### src/rtl/elastic_slice_pkg.sv
// Shared sizing helpers and parameter legality check for the elastic slice buffer.
package elastic_slice_pkg;

  function automatic int ptr_width(input int depth);
    return $clog2(depth);
  endfunction

  // One extra bit so that a completely full buffer (count == DEPTH) is representable.
  function automatic int cnt_width(input int depth);
    return $clog2(depth) + 1;
  endfunction

  function automatic bit depth_is_legal(input int depth);
    return (depth >= 2) && ((depth & (depth - 1)) == 0);
  endfunction

endpackage

### src/rtl/elastic_slice_ptr.sv
// Wrapping circular-buffer pointer with increment enable and async active-high reset.
module elastic_slice_ptr #(
  parameter int PTR_W = 2
) (
  input  logic             clk,
  input  logic             rst,
  input  logic             inc_en,
  output logic [PTR_W-1:0] ptr
);

  logic [PTR_W-1:0] ptr_q;
  logic [PTR_W-1:0] ptr_d;

  // Power-of-two depth lets the pointer wrap by plain overflow.
  always_comb begin
    ptr_d = ptr_q;
    if (inc_en) ptr_d = ptr_q + 1'b1;
  end

  always_ff @(posedge clk or posedge rst) begin
    if (rst) ptr_q <= '0;
    else     ptr_q <= ptr_d;
  end

  assign ptr = ptr_q;

endmodule

### src/rtl/elastic_slice_buffer.sv
// DEPTH-entry ready/valid elastic buffer with fully registered valid_out/ready_out.
// Optional stall/peak statistics outputs are enabled by defining ELASTIC_SLICE_STATS_EN.
module elastic_slice_buffer
  import elastic_slice_pkg::*;
#(
  parameter  int DATA_WIDTH = 8,
  parameter  int DEPTH      = 4,
  localparam int CNT_W      = cnt_width(DEPTH)
) (
  input  logic                  clk,
  input  logic                  reset,
  input  logic                  valid_in,
  input  logic [DATA_WIDTH-1:0] data_in,
  output logic                  ready_out,
  output logic                  valid_out,
  output logic [DATA_WIDTH-1:0] data_out,
  input  logic                  ready_in,
  output logic [CNT_W-1:0]      count
`ifdef ELASTIC_SLICE_STATS_EN
  ,
  output logic [15:0]           stall_cycles,
  output logic [CNT_W-1:0]      peak_count
`endif
);

  localparam int               PTR_W = ptr_width(DEPTH);
  localparam logic [CNT_W-1:0] FULL  = CNT_W'(DEPTH);

  if (!depth_is_legal(DEPTH)) begin : g_bad_depth
    $error("elastic_slice_buffer: DEPTH must be a power of two and at least 2");
  end

  logic [DATA_WIDTH-1:0] mem_q [DEPTH];
  logic [DATA_WIDTH-1:0] mem_d [DEPTH];
  logic [CNT_W-1:0]      count_q;
  logic [CNT_W-1:0]      count_d;
  logic                  valid_out_q;
  logic                  valid_out_d;
  logic                  ready_out_q;
  logic                  ready_out_d;
  logic [PTR_W-1:0]      wr_ptr;
  logic [PTR_W-1:0]      rd_ptr;
  logic                  push;
  logic                  pop;

  assign push = valid_in & ready_out_q;
  assign pop  = valid_out_q & ready_in;

  elastic_slice_ptr #(.PTR_W(PTR_W)) u_wr_ptr (
    .clk    (clk),
    .rst    (reset),
    .inc_en (push),
    .ptr    (wr_ptr)
  );

  elastic_slice_ptr #(.PTR_W(PTR_W)) u_rd_ptr (
    .clk    (clk),
    .rst    (reset),
    .inc_en (pop),
    .ptr    (rd_ptr)
  );

  always_comb begin
    mem_d = mem_q;
    if (push) mem_d[wr_ptr] = data_in;
  end

  // Flags are derived from the next occupancy so they are pure flop outputs.
  always_comb begin
    count_d = count_q;
    case ({push, pop})
      2'b10:   count_d = count_q + 1'b1;
      2'b01:   count_d = count_q - 1'b1;
      default: count_d = count_q;
    endcase
    valid_out_d = (count_d != '0);
    ready_out_d = (count_d != FULL);
  end

  always_ff @(posedge clk or posedge reset) begin
    if (reset) begin
      for (int i = 0; i < DEPTH; i++) mem_q[i] <= '0;
      count_q     <= '0;
      valid_out_q <= 1'b0;
      ready_out_q <= 1'b1;
    end else begin
      mem_q       <= mem_d;
      count_q     <= count_d;
      valid_out_q <= valid_out_d;
      ready_out_q <= ready_out_d;
    end
  end

  assign ready_out = ready_out_q;
  assign valid_out = valid_out_q;
  assign data_out  = mem_q[rd_ptr];
  assign count     = count_q;

`ifdef ELASTIC_SLICE_STATS_EN
  logic [15:0]      stall_q;
  logic [15:0]      stall_d;
  logic [CNT_W-1:0] peak_q;
  logic [CNT_W-1:0] peak_d;

  always_comb begin
    stall_d = stall_q;
    if (valid_out_q && !ready_in && (stall_q != 16'hFFFF)) stall_d = stall_q + 16'd1;
    peak_d = (count_d > peak_q) ? count_d : peak_q;
  end

  always_ff @(posedge clk or posedge reset) begin
    if (reset) begin
      stall_q <= '0;
      peak_q  <= '0;
    end else begin
      stall_q <= stall_d;
      peak_q  <= peak_d;
    end
  end

  assign stall_cycles = stall_q;
  assign peak_count   = peak_q;
`endif

endmodule

### config.mk
export PLATFORM = sky130hd
export DESIGN_NAME = elastic_slice_buffer
export DESIGN_NICKNAME = d
export VERILOG_FILES = /design/src/rtl/elastic_slice_pkg.sv /design/src/rtl/elastic_slice_ptr.sv /design/src/rtl/elastic_slice_buffer.sv
export SDC_FILE = /design/constraint.sdc
export NUM_CORES = 1
export LEC_CHECK = 0
export BUFFER_PORTS_ARGS = -buffer_cell sky130_fd_sc_hd__buf_4
export CAP_MARGIN = 30
export CORE_MARGIN = 2
export CORE_UTILIZATION = 45
export DETAILED_ROUTE_END_ITERATION = 6
export MAX_ROUTING_LAYER = met4
export PLACE_DENSITY_LB_ADDON = 0.25
export SLEW_MARGIN = 10
export SYNTH_ARGS = -nofsm -noshare
export SYNTH_HDL_FRONTEND = slang
export SYNTH_SLANG_ARGS = --single-unit
### constraint.sdc
create_clock -name clk -period 2.5 [get_ports clk]
set_input_delay 0.125 -clock clk [delete_from_list [all_inputs] [get_ports clk]]
set_output_delay 0.125 -clock clk [all_outputs]
set_load 0.005 [all_outputs]
# [Word-level counts from Yosys, hierarchy flattened]
# Cells that the tools add are included.
[totals] ff_bits=41 input_bits=12 output_inout_bits=13 elab_cells=32
[classes] add_sub_neg=4 n_lt_le_gt_ge=3 eq_ne=3 n_mux=7 bitwise=4 n_reduce_logical=2
[ops] operator="$bwmux 32" n=1
[ops] operator="$mux 8" n=3
[ops] operator="$bmux 8 s2" n=1
[ops] operator="$demux 8 s2" n=1
[ops] operator="$ge 3x3->1 const B" n=2
[ops] operator="$not 2->3" n=2
[ops] operator="$pmux 3 s2" n=1
[ops] operator="$add 2x1->2 const B" n=2
[ops] operator="$add 3x1->3 const B" n=1
[ops] operator="$lt 3x1->1 const B" n=1
[ops] operator="$ne 3x3->1 const B" n=1
[ops] operator="$reduce_bool 3->1" n=1
[ops] operator="$sub 3x1->3 const B" n=1
[ops] operator="$and 1x1->1" n=2
[ops] operator="$eq 2x1->1 const B" n=1
[ops] operator="$eq 2x2->1 const B" n=1
[ops] operator="$logic_and 1x1->1" n=1

# [Depth between registers and ports, before layout]
[depth] depth_word=6 depth_mapped=7

# [By module]
# A second synthesis with hierarchy kept.
[hier_totals] cells_unflattened=113 area_unflattened_um2=1839.3
[modules_own_cells] module="elastic_slice_buffer" instances=1 cells_per_inst=101 area_per_inst_um2=1689.1 seq_area_each_um2=927.1
[modules_own_cells] module="elastic_slice_ptr" instances=2 cells_per_inst=6 area_per_inst_um2=75.1 seq_area_each_um2=50.0

# [Worst setup path after synthesis]
# Ideal clock, no wire load.
[synth_path] path_kind="register to register" startpoint="register ready_out_q (netlist: ready_out)" endpoint="register valid_out_q (netlist: valid_out)" setup_ns=0.136 arrival_ns=1.898 t_required_ns=2.364 slack_ns=0.465 path_stages_with_launch=8 path_buffers=1 period_less_slack_ns=2.035 path_cell_list="dfstp_2 > buf_4 > nand2_1 > ha_1 > fa_1 > xnor2_2 > xnor2_1 > a32oi_1"
[synth_via] elab_chain_len=4
[synth_lines] element="from (decl)" line="elastic_slice_buffer.sv:39" source="logic ready_out_q;"
[synth_lines] element="from (signal assigned)" line="elastic_slice_buffer.sv:90" source="ready_out_q <= ready_out_d;"
[synth_lines] element="$and 1x1->1 (*)" line="elastic_slice_buffer.sv:46" source="assign push = valid_in & ready_out_q;"
[synth_lines] element="$eq 2x1->1 / $eq 2x2->1 (equally long branches)" line="elastic_slice_buffer.sv:71" source="case ({push, pop})"
[synth_lines] element="$pmux 3 s2 (*)" line="elastic_slice_buffer.sv:71"
[synth_lines] element="$reduce_bool 3->1 (*)" line="elastic_slice_buffer.sv:76" source="valid_out_d = (count_d != '0);"
[synth_lines] element="net valid_out_d" line="elastic_slice_buffer.sv:38" source="logic valid_out_d;"
[synth_lines] element="to (signal assigned)" line="elastic_slice_buffer.sv:89" source="valid_out_q <= valid_out_d;"
[synth_lines] element="to (decl)" line="elastic_slice_buffer.sv:37" source="logic valid_out_q;"
# The timed path passes the listed nets; every way through them passes the cells marked *.
# A chain may end at the register's enable or synchronous reset.

# [Worst setup path after layout]
# Same ends and word-level chain as after synthesis.

==> qor.csv <==
metric,value,unit
final_hold_viol_count,0,
cts.repair.resized,0,
async_reset_ff_frac,1.00,
synthTopCellsByCount,"dfrtp_1, mux2_2, mux4_2, xnor2_1, ha_1",
finish.net_count,165,
cp_max_fo,6,
worst_slack,0.356,ns
gr-total-overflow,0,
post_synth_and_or_nand_nor_area_fraction,0.0515,
tritoncts_clock_tree,done,
final_layout_size_suffix_gt1_frac,0.527,
ctsLongestPathBuffers,2,
h-tree-depth,2,
grt_first_pass_wirelength,5.53,mm
yosys.area_share.xor_xnor,0.0404,
mux_share_of_post_synthesis_cell_area,0.295,
post_synth_fa_ha_maj_area_fraction,0.0430,
post_synth_edffs,0,
global_route.usage.met2,0.259,
routed-via-count,1055,
timing.critical_path.from,ready_out$_DFF_PP1_,
outcome,"complete, no violations",
grtUsageMet3,0.0392,
post_drt_via_cell_ratio,5.33,
r2r-start,ready_out$_DFF_PP1_,
wl_per_cell,16.5,um
gr-usage-all-layers,0.155,
cts_hold_buffers,1,
critical_path.top_delay_family,adder cells,
gp_routability_congestion,0.709,
placement.io_buffers,24,
powerDensity,1330,nW/um^2
post_synthesis_to_final_layout_area_growth,16.8,%
post-cts-setup-buffers,0,
ir_drop,573,uV
grtUsageMet1,0.181,
core-area,4060,um^2
post_synth.cell_area_avg,16.4,um^2
grt_antenna_before_repair,0,
final_critical_path_required_period,2.14,ns
sum_of_buffers_and_inverters_on_the_critical_path,0,
netSwitchingFraction,0.307,
postSynth.topFlopCell,dfrtp_1,
grt_start_max_net_pins,19,
ys.warnings.count,0,
hold_path_startpoint,data_in[0],
clkTransAtPathRegs,0.07,ns
die-width,69.3,um
final.setup_skew,0.00225,ns
cts.root.buffer_cell,clkbuf_8,
seq_area_frac_synth,0.535,
p_int,2.07,mW
rsz0062_at_grt,false,
cp_slowest_stage_delay,0.66,ns
worstSetupPathType,reg2reg,
drt-initial-drc-count,20,
power.share.combinational,0.424,
postRouteWirelength,3.26,mm
grt-busiest-layer,met2,
clock_insertion_delay_at_the_later_pin_of_the_skew_report,0.29,ns
timing_worst_slew_pin_value,0.635,ns
detail_route.drc_violations,0,
fmax,0.467,GHz
row_count,23,
fin_tns_setup,0,ns
final_core_util,0.553,
synth_most_common_cell,dfrtp_1,
drv_slew,0,
clockPowerShare,0.147,
power.sequential.fraction,0.429,
critical_path_required,2.66,ns
min-delay-path-class,in2reg,
power_switching,0.914,mW
dp_worst_setup_slack,0.349,ns
worst_ep_arrival_time,2.30,ns
synth_top_family_by_area,multiplexers,
dr.pass1.iters,4,
nature_of_the_critical_path_startpoint,flip-flop,
final_setup_violating_endpoints,0,
synth_compound_area_frac,0.00912,
stdcell_area,2240,um^2
die_area,4810,um^2
synth-seq-cells,41,
cts_buffers,5,
final.period_utilization,0.857,
max-cap-violations,0,
syn-instance-count,117,
yosysUniqueCellTypes,21,
synth.area.top_cells,"dfrtp_1, mux2_2, mux4_2, nand3_4, ha_1",
placed_area,2140,um^2
setup.worst_path.end_class,flip-flop,
dp_hpwl,2.34,mm
die_boundary_height,69.3,um
initial_utilization,0.473,
synth.largest_area_cell,dfrtp_1,
synth.net_count,135,
grt_pass1_vias,1175,
synth.cell_area,1920,um^2
antenna_cells,0,
synth.top_cell.area_share,0.521,
critical_path.cell_chain,nand2_1 -> ha_1 -> fa_1 -> xnor2_2 -> xnor2_1 -> a32oi_1,
max_slew_margin,0.576,
worst_path_max_delay_cell,dfstp_2,
ios,25,
route.antenna.remaining_nets,0,
power_leakage,0.974,nW
cts.sinks,41,
path summary, 6_finish.rpt:
check,to,slack [ns],cells past startpoint
min in group asynchronous,mem_q[13]$_DFFE_PP0P_,0.36,3
setup / recovery,valid_out$_DFF_PP0_,0.36,6
hold reg to reg,mem_q[0]$_DFFE_PP0P_,0.49,1
hold / removal,mem_q[0]$_DFFE_PP0P_,0.07,2
setup reg to reg,valid_out$_DFF_PP0_,0.36,6
max in group asynchronous,ready_out$_DFF_PP1_,1.55,4
cells by family after synthesis:
logic type | after synthesis
adders and majority gates | 6
AOI/OAI and AO/OA | 2
DFF | 41
buffers and inverters | 8
and+or+nand+nor | 10
muxes | 42
xor gates and xnor gates | 8
area by class of cell:
cell class	count	area [um^2]
fill	337	1810
sequential	41	1030
multi-input combinational	68	843
timing repair buffer	27	205
clock buffer	8	90.1
tap	50	62.6
inverter	4	15.0
flip-flops by register name, summed over array words and instances, names as in the netlist:
register	count
mem_q	32
ready_out	1
u_rd_ptr.ptr	2
u_wr_ptr.ptr	2
count	3
valid_out	1
worst reg2reg max path: cells and delay by family (launching register included):
kind	cells	cell delay (ns)
adders and majority gates	2	0.71
DFF	1	0.66
xor gates and xnor gates	2	0.41
AOI/OAI and AO/OA	1	0.07
and+or+nand+nor	1	0.16
cells in the final DEF, fill, tap and decap left out:
cell type,synthesis,routed
dfrtp_1,40,40
dlygate4sd3_1,0,1
mux4_2,8,8
buf_4,1,26
xnor2_2,1,1
mux2_4,1,1
fa_1,1,1
inv_1,4,4
clkbuf_1,0,2
a32oi_1,2,2
nand2_1,2,2
xnor2_1,6,6
dfstp_2,1,1
ha_1,5,5
nor3b_1,1,1
xor2_1,1,1
nand3_4,4,4
clkbuf_8,0,6
mux2_2,31,31
and2_1,1,1
mux2_1,2,2
nor2_1,2,2
power groups by stage:
stage / clock network (mW) / registers (mW) / logic, mW
after global routing: 0.479 / 1.33 / 1.38
after CTS: 0.450 / 1.28 / 1.29
after floorplan: 0 / 1.15 / 0.990
after global placement: 0 / 1.26 / 1.24
final: 0.440 / 1.28 / 1.26
after detailed placement: 0 / 1.29 / 1.29
through the flow:
stage          hold slack, ns  std cells  power (mW)
2_1_floorplan           0.257        117        2.14
3_3_place_gp            0.114        189        2.51
3_5_place_dp            0.124        189        2.58
4_1_cts                0.0681        198        3.02
5_1_grt                0.0710        198        3.19
6_report               0.0706        198        2.98
layer usage:
layer,part of all wire,up-vias
li1,-,483
met1,0.44,541
met2,0.50,25
met3,0.039,6
met4,0.017,0
met5,0,-
Power figures use the tool's default switching activity.
